--- src/rtl/snake_pkg.sv ---
// snake_pkg: shared direction/state encodings and grid constants for the snake engine
package snake_pkg;
   localparam int POS_W   = 6;
   localparam int COORD_W = 3;
   localparam logic [COORD_W-1:0] GRID_MAX = 3'd7;
   typedef enum logic [1:0] {DIR_UP, DIR_RIGHT, DIR_DOWN, DIR_LEFT} dir_t;
   typedef enum logic [1:0] {RUN, MOVE, CHECK, DEAD} state_t;
   function automatic dir_t reverse(input dir_t d);
      return dir_t'(d ^ 2'b10);
   endfunction
endpackage

--- src/rtl/snake_next_pos.sv ---
// snake_next_pos: head advanced one cell with 3-bit wrap, plus edge-crossing flag
module snake_next_pos
   import snake_pkg::*;
(
   input  logic [POS_W-1:0] head,
   input  dir_t             cur_dir,
   output logic [POS_W-1:0] nxt,
   output logic             out_of_bounds
);
   logic [COORD_W-1:0] x, y;
   assign x = head[POS_W-1:COORD_W];
   assign y = head[COORD_W-1:0];
   always_comb begin
      nxt = cur_dir == DIR_UP    ? {x, y - 3'd1} :
            cur_dir == DIR_RIGHT ? {x + 3'd1, y} :
            cur_dir == DIR_DOWN  ? {x, y + 3'd1} : {x - 3'd1, y};
      out_of_bounds = (cur_dir == DIR_UP    && y == '0) ||
                      (cur_dir == DIR_RIGHT && x == GRID_MAX) ||
                      (cur_dir == DIR_DOWN  && y == GRID_MAX) ||
                      (cur_dir == DIR_LEFT  && x == '0);
   end
endmodule

--- src/rtl/snake_body.sv ---
// snake_body: snake segment list, movement, growth and self-collision; WALL_KILL_EN makes leaving the grid fatal
module snake_body
   import snake_pkg::*;
#(
   parameter int MAX_LEN   = 16,
   parameter int START_LEN = 3,
   parameter int START_X   = 3,
   parameter int START_Y   = 4,
   localparam int AW = $clog2(MAX_LEN),
   localparam int LW = AW + 1
) (
   input  logic             CLK,
   input  logic             RST,
   input  logic             step,
   input  logic [1:0]       dir,
   input  logic [6:0]       food,
   output logic             gen,
   output logic [POS_W-1:0] head,
   output logic [LW-1:0]    length,
   input  logic [AW-1:0]    seg_addr,
   output logic [POS_W-1:0] seg_pos,
   output logic             seg_valid,
   output logic             game_over
);
`ifdef WALL_KILL_EN
   localparam bit WALL_KILL = 1'b1;
`else
   localparam bit WALL_KILL = 1'b0;
`endif
   state_t state, state_n;
   dir_t cur_dir;
   logic [POS_W-1:0] seg [MAX_LEN];
   logic [POS_W-1:0] nxt;
   logic oob, wall_hit, hit, eat, unused_food;
   snake_next_pos u_next (.head(seg[0]), .cur_dir(cur_dir), .nxt(nxt), .out_of_bounds(oob));
   assign wall_hit = WALL_KILL && oob;
   assign eat = seg[0] == food[POS_W-1:0];
   assign unused_food = food[6];
   assign head = seg[0];
   assign seg_pos = seg[seg_addr];
   assign seg_valid = LW'(seg_addr) < length;
   // body excludes index L: that slot holds the tail that just moved away
   always_comb begin
      hit = 1'b0;
      for (int i = 1; i < MAX_LEN; i++)
         if (LW'(i) < length && seg[i] == seg[0]) hit = 1'b1;
   end
   always_ff @(posedge CLK) state <= RST ? RUN : state_n;
   always_comb
      state_n = state == RUN   ? (step ? MOVE : RUN) :
                state == MOVE  ? (wall_hit ? DEAD : CHECK) :
                state == CHECK ? (hit ? DEAD : RUN) : DEAD;
   always_comb game_over = state == DEAD;
   always_ff @(posedge CLK) begin
      if (RST) begin
         for (int i = 0; i < MAX_LEN; i++) seg[i] <= {COORD_W'(START_X - i), COORD_W'(START_Y)};
         cur_dir <= DIR_RIGHT;
         length <= LW'(START_LEN);
         gen <= 1'b0;
      end else begin
         gen <= state == CHECK && !hit && eat;
         if (state == RUN && step && dir_t'(dir) != reverse(cur_dir)) cur_dir <= dir_t'(dir);
         if (state == MOVE && !wall_hit) begin
            for (int i = MAX_LEN - 1; i > 0; i--) seg[i] <= seg[i-1];
            seg[0] <= nxt;
         end
         if (state == CHECK && !hit && eat && length != LW'(MAX_LEN)) length <= length + LW'(1);
      end
   end
endmodule

--- config.mk ---
export PLATFORM = sky130hd
export DESIGN_NAME = snake_body
export DESIGN_NICKNAME = d
export VERILOG_FILES = /design/src/rtl/snake_pkg.sv /design/src/rtl/snake_next_pos.sv /design/src/rtl/snake_body.sv
export SDC_FILE = /design/constraint.sdc
export NUM_CORES = 1
export LEC_CHECK = 0
export ABC_AREA = 0
export BUFFER_PORTS_ARGS = -buffer_cell sky130_fd_sc_hd__buf_2
export CAP_MARGIN = 20
export CORE_MARGIN = 2
export CORE_UTILIZATION = 50
export DETAILED_ROUTE_END_ITERATION = 8
export HOLD_SLACK_MARGIN = 0.02
export PLACE_DENSITY_LB_ADDON = 0.2
export SLEW_MARGIN = 20
export SYNTH_ARGS = -nofsm -noshare
export SYNTH_HDL_FRONTEND = slang
export SYNTH_SLANG_ARGS = --single-unit
--- constraint.sdc ---
create_clock -name CLK -period 5.7 [get_ports CLK]
set_clock_uncertainty 0.05 [all_clocks]
set_input_delay 0.57 -clock CLK [delete_from_list [all_inputs] [get_ports CLK]]
set_output_delay 0.57 -clock CLK [all_outputs]
set_load 0.005 [all_outputs]
==> results.tsv <==
metric	value	unit
postCtsSetupBuffers	0	
synth_nets	525	
clk_path_buf_depth	2	
clkSinkCount	106	
rsz0062_at_grt	no	
setup_viol	0	
critPathLaunchType	flip-flop	
port_buffers	34	
max_clock_freq	295	MHz
pre_cts_ws	2.40	ns
numCtsBuffers	9	
hpwl	10000	um
cp_max_fo	12	
firstDrtPassIters	5	
grt_pass1_vias	4007	
synth_top_flop_cell	edfxtp_1	
tightest_slew	0.881	ns
grt_overflow_total	0	
endpoint_kind	flip-flop	
dieArea	13500	sq um
antenna_cells	0	
setup_slack	2.31	ns
slew_headroom	41.3	%
grt_pass1_wl	23100	um
finalWeightedCongestion	0.882	
h-tree-depth	3	
wl_per_cell	21.7	um
syn_inst	500	
ys_async_sr_fraction	0	%
setup_tns	0	ns
cts_tree	yes	
cp.arrival	3.62	ns
utilization	56.1	%
cts_hold_buf	0	
run_status	finished clean	
clkLatencyLatePin	0.35	ns
start_util	51.8	%
wl	15000	um
synth_top_family_by_area	simple AND/OR/NAND/NOR gates	
grt_usage	23.4	%
p_per_area	275	nW/um^2
antenna_found_initial	0	
antenna_left	0	
die_w	116	um
min_from	dir[1]	
synthSimpleGateAreaFrac	16.3	%
ys_types	43	
synth_enable_flop_cells	96	
fp-row-count	40	
io_pins	36	
synth_seq_area_share	49.1	%
drv_cap	0	
hold_class	in2reg	
drc	0	
ir_drop	0.131	mV
core	12100	sq um
hold_viol	0	
grt_start_max_net_pins	58	
synth_compound_area_share	2.89	%
min_period	3.39	ns
p_leak	2.30	nW
period_share	59.4	%
syn-cell-area	6280	sq um
root_buffer	clkbuf_16	
synth_seq_cells	106	
required	5.93	ns
critPathKind	reg2reg	
nets	541	
r2r_start	seg[0][4]$_SDFFCE_PN1P_	
synthMuxAreaShare	11.7	%
vias_per_cell	5.90	
clk_pin_slew	0.07	ns
synthXorXnorAreaFrac	14.1	%
synthAdderAreaFrac	1.79	%
drive_gt1_share	24.8	%
drt_iter0_drc	342	
syn2layout_area_growth	8.27	%
crit_start	seg[0][4]$_SDFFCE_PN1P_	
die_height	116	um
avgSynthCellArea	12.6	sq um
maxSlewViolCount	0	
postCtsResizedCells	0	
via_count	4067	
yosys_warnings	0	
==> per-stage QoR <==
| stage | cells | total power (W) | hold WS (ns) | cell area, sq um |
|---|---|---|---|---|
| 2_1_floorplan | 500 | 0.00118 | 0.432 | 6280 |
| 3_3_place_gp | 673 | 0.00126 | 0.487 | 6510 |
| 3_5_place_dp | 673 | 0.00126 | 0.505 | 6510 |
| 4_1_cts | 689 | 0.00187 | 0.409 | 6800 |
| 5_1_grt | 689 | 0.00193 | 0.437 | 6800 |
| 6_report | 689 | 0.00187 | 0.410 | 6800 |
==> registers in the layout (all words and copies together), names as in the netlist <==
name	flops
seg	96
length	5
cur_dir	2
state	2
gen	1
==> report_power, final <==
group | internal, W | switching (W) | leakage (nW)
clock network | 0.000338 | 0.000279 | 0.144
registers | 0.000912 | 0.0000538 | 0.963
logic | 0.000125 | 0.000157 | 1.20
==> worst max-delay path: stages (launching register included) <==
cell,delay [ns]
edfxtp_1,0.84
buf_4,0.33
xnor2_1,0.11
nand4_1,0.16
nor4_1,0.06
or4_1,0.58
or4b_4,0.57
or4_1,0.48
a21oi_1,0.15
==> synth_stat cells, drive strengths merged (2+ instances only) <==
cell | n | share of area, %
nor4b | 2 | 0.28
clkbuf | 20 | 1.2
mux2 | 2 | 0.36
nor3 | 7 | 0.56
mux2i | 3 | 0.48
xor2 | 60 | 8.4
a21oi | 7 | 0.56
mux4 | 30 | 11
o31ai | 2 | 0.24
nand2 | 10 | 0.60
nor2 | 19 | 1.1
inv | 11 | 0.66
ha | 9 | 1.8
edfxtp | 96 | 46
o21ai | 5 | 0.40
a31oi | 2 | 0.20
a2111oi | 3 | 0.72
nand4 | 11 | 1.1
buf | 17 | 2.3
or4 | 4 | 0.48
and2 | 51 | 5.1
nor4 | 14 | 1.4
or2 | 37 | 3.7
xnor2 | 41 | 5.7
dfxtp | 10 | 3.2
nand3 | 13 | 1.0
nand2b | 3 | 0.30
a21o | 2 | 0.24
==> kinds of logic after synthesis <==
kind of cell | Yosys count
AND/OR/NAND/NOR | 176
flip-flops | 106
XOR/XNOR | 101
buffers and inverters | 48
multiplexers | 35
AO/OA/AOI/OAI | 25
adder cells (fa/ha/maj) | 9
==> layer usage <==
| metal | global-route usage [%] | part of all wire [%] |
|---|---|---|
| met1 | 32.7 | 45 |
| met2 | 35.5 | 46 |
| met4 | 12.4 | 3.9 |
| met3 | 3.61 | 4.7 |
| met5 | 0 | 0 |
==> worst paths after layout <==
check,endpoint,slack (ns),cells after the start
worst min register to register,state[0]$_SDFF_PP0_,0.52,2
worst min-delay path,cur_dir[1]$_SDFFE_PP0P_,0.41,3
worst max register to register,length[4]$_SDFFE_PP0P_,2.31,8
worst max-delay path,length[4]$_SDFFE_PP0P_,2.31,8
==> area by class of cell <==
| type | instances | area (sq um) |
|---|---|---|
| clock buffers | 10 | 229 |
| clock inverters | 6 | 57.6 |
| fillers | 1062 | 5320 |
| inverters | 11 | 42.5 |
| multi-input cells | 346 | 2940 |
| flip-flops and latches | 106 | 3080 |
| well taps | 168 | 210 |
| repair buffers | 42 | 230 |
==> placed cells by master (no fill, tap or decap), drive strengths merged <==
cell     Yosys  routed
a2111oi      3       3
a21o         2       2
a21oi        7       7
a22oi        1       1
a311oi       1       1
a31oi        2       2
a41o         1       1
and2        51      51
and3         1       1
buf         17      42
bufinv       0       1
clkbuf      20      10
clkinv       0       6
dfxtp       10      10
edfxtp      96      96
ha           9       9
inv         11      10
mux2         2       2
mux2i        3       3
mux4        30      30
nand2       10      10
nand2b       3       3
nand3       13      13
nand4       11      11
nand4b       1       1
nor2        19      19
nor3         7       7
nor3b        1       1
nor4        14      14
nor4b        2       2
o21a         1       1
o21ai        5       5
o31ai        2       2
or2         37      37
or3          1       1
or4          4       4
or4b         1       1
xnor2       41      41
xor2        60      60
Power figures use the tool's default switching activity.
